==> src/rtl/demux_router_if.sv <==
// rtl/demux_router_if.sv - stream bundle between a single producer, the demux router and its lane consumers
interface demux_router_if #(
    parameter int WIDTH   = 32,
    parameter int NUM_OUT = 2,
    parameter int SEL_W   = 1
);
    logic                     in_valid;
    logic                     in_ready;
    logic [WIDTH-1:0]         in_data;
    logic [SEL_W-1:0]         in_sel;
    logic [NUM_OUT-1:0]       out_valid;
    logic [NUM_OUT-1:0]       out_ready;
    logic [NUM_OUT*WIDTH-1:0] out_data;
    logic                     err_sel;
    logic [7:0]               drop_count;

    // Producer and consumers seen from outside the router
    modport master (
        output in_valid, in_data, in_sel, out_ready,
        input  in_ready, out_valid, out_data, err_sel, drop_count
    );

    // Router side
    modport slave (
        input  in_valid, in_data, in_sel, out_ready,
        output in_ready, out_valid, out_data, err_sel, drop_count
    );
endinterface

==> src/rtl/demux_router.sv <==
// rtl/demux_router.sv - registered 1-to-NUM_OUT stream demultiplexer with 2-entry buffer per lane
module demux_router #(
    parameter int WIDTH   = 32,
    parameter int NUM_OUT = 2,
    parameter int SEL_W   = 1
) (
    input  logic          clk_i,
    input  logic          reset_i,
    demux_router_if.slave bus_io
);
    typedef enum logic [1:0] {
        LANE_EMPTY = 2'd0,
        LANE_ONE   = 2'd1,
        LANE_TWO   = 2'd2
    } lane_state_e;

    lane_state_e        state_q [NUM_OUT];
    lane_state_e        state_d [NUM_OUT];
    logic [WIDTH-1:0]   head_q  [NUM_OUT];
    logic [WIDTH-1:0]   head_d  [NUM_OUT];
    logic [WIDTH-1:0]   tail_q  [NUM_OUT];
    logic [WIDTH-1:0]   tail_d  [NUM_OUT];
    logic [NUM_OUT-1:0] valid_q;
    logic [NUM_OUT-1:0] valid_d;
    logic               err_q;
    logic               err_d;
    logic [7:0]         drop_q;
    logic [7:0]         drop_d;

    logic [NUM_OUT-1:0] sel_hit;
    logic [NUM_OUT-1:0] lane_full;
    logic [NUM_OUT-1:0] push;
    logic [NUM_OUT-1:0] pop;
    logic               sel_drop;
    logic               ready;
    logic               accept;

    // Decode the target lane; readiness uses registered occupancy only, never out_ready
    always_comb begin
        sel_hit   = '0;
        lane_full = '0;
        for (int i = 0; i < NUM_OUT; i++) begin
            sel_hit[i]   = (bus_io.in_sel == SEL_W'(i));
            lane_full[i] = (state_q[i] == LANE_TWO);
        end
        // A select matching no lane is the drop path: always accepted, then discarded
        sel_drop = ~|sel_hit;
        ready    = sel_drop | (|(sel_hit & ~lane_full));
        accept   = bus_io.in_valid & ready;
        push     = {NUM_OUT{accept}} & sel_hit;
        pop      = valid_q & bus_io.out_ready;
    end

    // Per-lane occupancy machine plus head/tail data movement and drop accounting
    always_comb begin
        state_d = state_q;
        head_d  = head_q;
        tail_d  = tail_q;
        valid_d = '0;
        for (int i = 0; i < NUM_OUT; i++) begin
            case (state_q[i])
                LANE_EMPTY: begin
                    if (push[i]) begin
                        head_d[i]  = bus_io.in_data;
                        state_d[i] = LANE_ONE;
                    end
                end
                LANE_ONE: begin
                    if (push[i] && pop[i]) begin
                        // Old head leaves as the new word arrives, so it lands directly in the head
                        head_d[i] = bus_io.in_data;
                    end else if (push[i]) begin
                        tail_d[i]  = bus_io.in_data;
                        state_d[i] = LANE_TWO;
                    end else if (pop[i]) begin
                        state_d[i] = LANE_EMPTY;
                    end
                end
                LANE_TWO: begin
                    if (pop[i]) begin
                        head_d[i]  = tail_q[i];
                        state_d[i] = LANE_ONE;
                    end
                end
                default: state_d[i] = LANE_EMPTY;
            endcase
            valid_d[i] = (state_d[i] != LANE_EMPTY);
        end
        err_d  = accept & sel_drop;
        drop_d = (err_d && (drop_q != 8'hFF)) ? drop_q + 8'd1 : drop_q;
    end

    // State registers; reset discards every buffered word
    always_ff @(posedge clk_i) begin
        if (reset_i) begin
            for (int i = 0; i < NUM_OUT; i++) begin
                state_q[i] <= LANE_EMPTY;
                head_q[i]  <= '0;
                tail_q[i]  <= '0;
            end
            valid_q <= '0;
            err_q   <= 1'b0;
            drop_q  <= '0;
        end else begin
            state_q <= state_d;
            head_q  <= head_d;
            tail_q  <= tail_d;
            valid_q <= valid_d;
            err_q   <= err_d;
            drop_q  <= drop_d;
        end
    end

    assign bus_io.in_ready   = ready;
    assign bus_io.out_valid  = valid_q;
    assign bus_io.err_sel    = err_q;
    assign bus_io.drop_count = drop_q;

    for (genvar g = 0; g < NUM_OUT; g++) begin : g_out
        assign bus_io.out_data[g*WIDTH +: WIDTH] = head_q[g];
    end
endmodule
==> src/flat_wrapper.sv <==
// flat-port wrapper written by rule: the top's interface ports become plain ports
module demux_router_flat 
#(
    parameter int WIDTH   = 32,
    parameter int NUM_OUT = 2,
    parameter int SEL_W   = 1
)
  (clk_i, reset_i, bus_io_in_valid, bus_io_in_data, bus_io_in_sel, bus_io_out_ready, bus_io_in_ready, bus_io_out_valid, bus_io_out_data, bus_io_err_sel, bus_io_drop_count);
  demux_router_if #(.WIDTH(WIDTH), .NUM_OUT(NUM_OUT), .SEL_W(SEL_W)) bus_io_i ();
  input  logic clk_i;
  input  logic reset_i;
  input wire logic [$bits(bus_io_i.in_valid)-1:0] bus_io_in_valid;
  input wire logic [$bits(bus_io_i.in_data)-1:0] bus_io_in_data;
  input wire logic [$bits(bus_io_i.in_sel)-1:0] bus_io_in_sel;
  input wire logic [$bits(bus_io_i.out_ready)-1:0] bus_io_out_ready;
  output wire logic [$bits(bus_io_i.in_ready)-1:0] bus_io_in_ready;
  output wire logic [$bits(bus_io_i.out_valid)-1:0] bus_io_out_valid;
  output wire logic [$bits(bus_io_i.out_data)-1:0] bus_io_out_data;
  output wire logic [$bits(bus_io_i.err_sel)-1:0] bus_io_err_sel;
  output wire logic [$bits(bus_io_i.drop_count)-1:0] bus_io_drop_count;
  assign bus_io_i.in_valid = bus_io_in_valid;
  assign bus_io_i.in_data = bus_io_in_data;
  assign bus_io_i.in_sel = bus_io_in_sel;
  assign bus_io_i.out_ready = bus_io_out_ready;
  assign bus_io_in_ready = bus_io_i.in_ready;
  assign bus_io_out_valid = bus_io_i.out_valid;
  assign bus_io_out_data = bus_io_i.out_data;
  assign bus_io_err_sel = bus_io_i.err_sel;
  assign bus_io_drop_count = bus_io_i.drop_count;
  demux_router #(.WIDTH(WIDTH), .NUM_OUT(NUM_OUT), .SEL_W(SEL_W)) u_core (.clk_i(clk_i), .reset_i(reset_i), .bus_io(bus_io_i));
endmodule
==> config.mk <==
export PLATFORM = sky130hd
export DESIGN_NAME = demux_router_flat
export DESIGN_NICKNAME = d
export VERILOG_FILES = /design/src/rtl/demux_router_if.sv /design/src/rtl/demux_router.sv /design/src/flat_wrapper.sv
export SDC_FILE = /design/constraint.sdc
export NUM_CORES = 1
export LEC_CHECK = 0
export CORE_AREA = 2 2 95 119
export CTS_CLUSTER_DIAMETER = 120
export DETAILED_ROUTE_END_ITERATION = 10
export DIE_AREA = 0 0 97 121
export PLACE_DENSITY = 0.84
export SLEW_MARGIN = 5
export SYNTH_ARGS = -nofsm -noshare
export SYNTH_HDL_FRONTEND = slang
export SYNTH_SLANG_ARGS = --single-unit
==> constraint.sdc <==
create_clock -name clk_i -period 4.65 [get_ports clk_i]
set_input_delay 0.465 -clock clk_i [delete_from_list [all_inputs] [get_ports clk_i]]
set_output_delay 0.465 -clock clk_i [all_outputs]
set_load 0.01 [all_outputs]
After elaboration in Yosys (flattened, before gate mapping). Index checks and enable logic that the tools add are counted.

Register bits: 134.

Equal/unequal tests: 10. Muxes and demuxes: 20. Bitwise logic cells: 8. Reductions and logical operators: 13.

Operator list (number): 2-to-1 mux 32 bit (6); case mux 32 bit (3 select lines) (2); 2-to-1 mux 2 bit (10); case mux 2 bit (3 select lines) (2); != test 2 x 1 -> 1 bit, second input constant (4); AND reduction 4 bit (2); AND 2 bit (3); AND reduction 3 bit (2); nonzero test 3 bit (2); equality test 2 x 1 -> 1 bit, second input constant (2); equality test 2 bit, second input constant (2); zero test 2 bit (2); != test 2 bit, second input constant (2); nonzero test 2 bit (2); inverter 1 bit (3); logical AND 1 bit (2); inverter 2 bit (1); OR reduction 2 bit (1); AND 1 bit (1).

Longest topological paths before layout.
Depth after elaboration: 10. Depth in mapped cells: 7. Depth with buffers taken out: 4.

Worst setup path after synthesis. Ideal clock, no wire load.

Path kind: flip-flop to output port. From: register u_core.state_q[2] (netlist name). To: output bus_io_in_ready. Data arrival time: 1.130 ns. Data required time: 4.185 ns. Setup slack: 3.055 ns. Stages on the path, launching flop included: 6. Path buffers: 2. Cell sequence: dfxtp_1 -> nand2b_1 -> buf_6 -> buf_2 -> nor2_1 -> a21oi_1.

Cells in the longest elaborated chain, start to end: 4.

Ends and longest elaborated chain: from (decl) (RTL line demux_router.sv:17) `lane_state_e state_q [NUM_OUT];`; from (signal assigned) (RTL line demux_router.sv:105) `state_q <= state_d;`; equality test 2 bit (RTL line demux_router.sv:44) `lane_full[i] = (state_q[i] == LANE_TWO);`; inverter 2 bit (RTL line demux_router.sv:48) `ready = sel_drop | (|(sel_hit & ~lane_full));`; AND 2 bit (RTL line demux_router.sv:48); OR reduction 2 bit (RTL line demux_router.sv:48); to (decl) (RTL line flat_wrapper.sv:16) `output wire logic [$bits(bus_io_i.in_ready)-1:0] bus_io_in_ready;`.

No other way between the ends.

Final worst setup path.
From: register u_core.state_q[1] (netlist name). To: output bus_io_in_ready.

The elaborated chain is that of the path after synthesis.

==> qor.csv <==
stage;metric;value;unit
layout;layout net count;765;
global_route;vias in the first global route;4682;
pwr;Worst VDD drop;0.260;mV
route;total number of vias;4902;
setup_path;Critical R2R Capture;u_core.bus_io.out_data[34];
synthesis;Syn Inst Count;656;
sta;RSZ-0062 raised after global routing;no;
clock_network;CTS tree;done;
placement;post-DP HPWL;8.96;mm
pwr;PD cells;404;nW/um2
global_route;global-route wire length before repair;23.0;mm
layout;most frequent cells in the layout;nand2_1 (198), dfxtp_1 (134), clkdlybuf4s50_1 (103);
placement;Final Wtd Congestion;0.774;
setup_path;CP max stage delay;0.77;ns
run_status;status;complete, no violations;
die;DIE HEIGHT;121;um
setup_path;Worst R2R Setup Slack;2.19;ns
die;top-level I/O count;114;
synthesis;FF+latch count, synth;134;
route;Starting DRT DRC Count;342;
min_path;Hold Startpoint;u_core.tail_q[45];
setup_path;reg2reg start;u_core.state_q[1];
clock_network;clk_lat worst skew;0.42;ns
layout;share of layout cells above drive strength 1;0.139;
setup_path;WP buf/inv;1;
route;Detail Route Antenna Nets;0;
setup_path;critical path, cell by cell;nor2b_4, a21oi_1, clkdlybuf4s50_1;
clock_network;TritonCTS Sinks;134;
layout;Ant. Diodes;0;
die;DIE WIDTH;97;um
setup_path;kind of critical path;reg -> out;
route;DR DRC count;0;
route;vias per std cell;5.62;
layout;area delta synth->final;26.1;%
sta;fin crit share;0.600;
sta;worst hold-check slack;0.452;ns
setup_path;Critical Path Start Type;flip-flop;
die;DIE AREA;11700;um2
min_path;hold endpoint;u_core.tail_q[45];
setup_path;worst setup path start;u_core.state_q[1];
min_path;Min-Delay Path Depth;2;
layout;sequential cell area;2680;um2
sta;Setup violations, final;0;
placement;PortBufs;104;
clock_network;Clock Pin Slew Worst Setup and Hold Paths;0.05;ns
pwr;leakage power;2.70;nW
die;# rows;42;
synthesis;mapped cell area;5810;um2
sta;relative slew slack;0.148;
synthesis;Syn Area/Cell;8.86;um2
run;max cap viols;0;
synthesis;yosys warns;0;
setup_path;CP Max Fanout;34;
sta;Final Hold Fails;0;
layout;Multi-input gate area;2810;um2
die;Initial Util;0.550;
global_route;Overflow after GRT;0;
clock_network;CTS Hold Bufs;0;
clock_network;htree depth;4;
setup_path;crit-path leading delay family;simple AND/OR/NAND/NOR gates;
layout;Final Util;0.694;
clock_network;Resized cells post-CTS;0;
layout;commonest non-fill, non-tap cell in the layout;nand2_1;
route;Detailed Route WL;14.1;mm
global_route;largest net degree at the start of global routing;65;
sta;Max Slew Vio Count;0;
min_path;Hold/Removal Path Class;reg -> reg;
setup_path;arrival time worst endpoint;2.33;ns
synthesis;post-synthesis sequential area ratio;0.462;
sta;total negative slack;0;ns
clock_network;cts bufs inserted;17;
setup_path;crit path max-delay cell type;nor2b_4;
setup_path;critical path endpoint category;output port;
layout;fill count;793;
clock_network;worst-case clock buffer depth;2;
clock_network;clock root buffer;clkbuf_16;
global_route;total global-route track usage;0.243;
global_route;initial antenna violation count;0;
sta;Worst Tran Pin Value;1.28;ns
synthesis;synth unique cells;35;
setup_path;Crit path required time;4.18;ns
sta;min Tclk post-route;2.79;ns
setup_path;R2R depth;5;
route;drt pass-1 iters;6;
route;wire length per cell;16.2;um
die;Core Area;10600;um2
clock_network;# Post-CTS Setup Buffers;0;
sta;Final Skew;0.00788;ns
sta;Max Clk Rate;0.358;GHz
## worst max-delay path by stage
stage / end / slack [ns] / depth (start not counted)
2_1_floorplan: bus_io_in_ready / 3.05 / 5
3_3_place_gp: u_core.bus_io.out_data[0] / 1.72 / 5
3_5_place_dp: u_core.bus_io.out_data[31] / 1.59 / 5
4_1_cts: bus_io_in_ready / 1.85 / 3
5_1_grt: bus_io_in_ready / 1.74 / 3
6_report: bus_io_in_ready / 1.86 / 3
## per-layer routing
layer | track usage | wire [um] | up-vias
li1 | - | - | 2374
met1 | 0.295 | 5840 | 2320
met2 | 0.415 | 7270 | 182
met3 | 0.0576 | 730 | 26
met4 | 0.102 | 298 | 0
met5 | 0 | 0 | -
## worst min-delay path, delay by kind of cell (launching register included)
kind / cells / cell delay (ns)
simple gates: 1 / 0.05
flops: 1 / 0.30
compound gates: 1 / 0.05
## through the flow
stage          area, um2  power (mW)  std cells  worst slack [ns]
2_1_floorplan       5840        1.51        664              3.05
3_3_place_gp        6750        1.67        840              1.72
6_report            7330        2.96        872              1.86
4_1_cts             7330        2.97        872              1.85
5_1_grt             7330        3.07        872              1.74
3_5_place_dp        6750        1.68        840              1.59
## area by class of cell
type                            instances  share of cell area
Clock buffer                           23              0.0652
Clock inverter                          9              0.0137
Inverter                                2             0.00102
Multi-Input combinational cell        462               0.384
Sequential cell                       134               0.366
Tap cell                              132              0.0225
Timing Repair Buffer                  110               0.148
## sequential cells by signal (all words and copies together), names as in the netlist
signal and cells:
u_core.bus_io.out_data 64, u_core.tail_q 64, u_core.bus_io.out_valid 2, u_core.state_q 4
## cell usage after synthesis, drive strengths merged
| library cell | count | area share |
|---|---|---|
| nand2 | 198 | 0.13 |
| dfxtp | 134 | 0.46 |
| a21oi | 69 | 0.059 |
| buf | 38 | 0.045 |
| nor2 | 36 | 0.023 |
| a211oi | 33 | 0.068 |
| nor3 | 33 | 0.030 |
| a311oi | 32 | 0.078 |
| mux2i | 32 | 0.055 |
| clkbuf | 28 | 0.018 |
| nand2b | 3 | 0.0032 |
| and3 | 2 | 0.0022 |
| inv | 2 | 0.0013 |
| a21boi | 1 | 0.0019 |
| a21o | 1 | 0.0013 |
| a221oi | 1 | 0.0015 |
| and2 | 1 | 0.0011 |
| and3b | 1 | 0.0015 |
| conb | 1 | 0.00065 |
| nand3 | 1 | 0.00086 |
| nor2b | 1 | 0.0011 |
| nor3b | 1 | 0.0022 |
| o21a | 1 | 0.0013 |
| o21bai | 1 | 0.0013 |
| o22a | 1 | 0.0015 |
| o2bb2ai | 1 | 0.0026 |
| o32ai | 1 | 0.0047 |
| or2 | 1 | 0.0011 |
| xor2 | 1 | 0.0015 |
## cell families (layout without fill, tap and decap cells)
| group | Yosys count | in the layout | synth area share |
|---|---|---|---|
| muxes | 32 | 32 | 0.0551 |
| and+or+nand+nor | 278 | 278 | 0.195 |
| buffers and inverters | 68 | 144 | 0.0640 |
| xor gates and xnor gates | 1 | 1 | 0.00151 |
| other | 1 | 9 | 0.000645 |
| AOI/OAI and AO/OA | 142 | 142 | 0.222 |
| DFF | 134 | 134 | 0.462 |
## report_power, final
part | total [mW] | leakage (nW) | switching (mW) | internal, mW
registers | 1.26 | 1.09 | 0.0439 | 1.21
clock network | 1.30 | 0.283 | 0.473 | 0.826
logic | 0.408 | 1.33 | 0.213 | 0.195
Power figures use the tool's default switching activity.
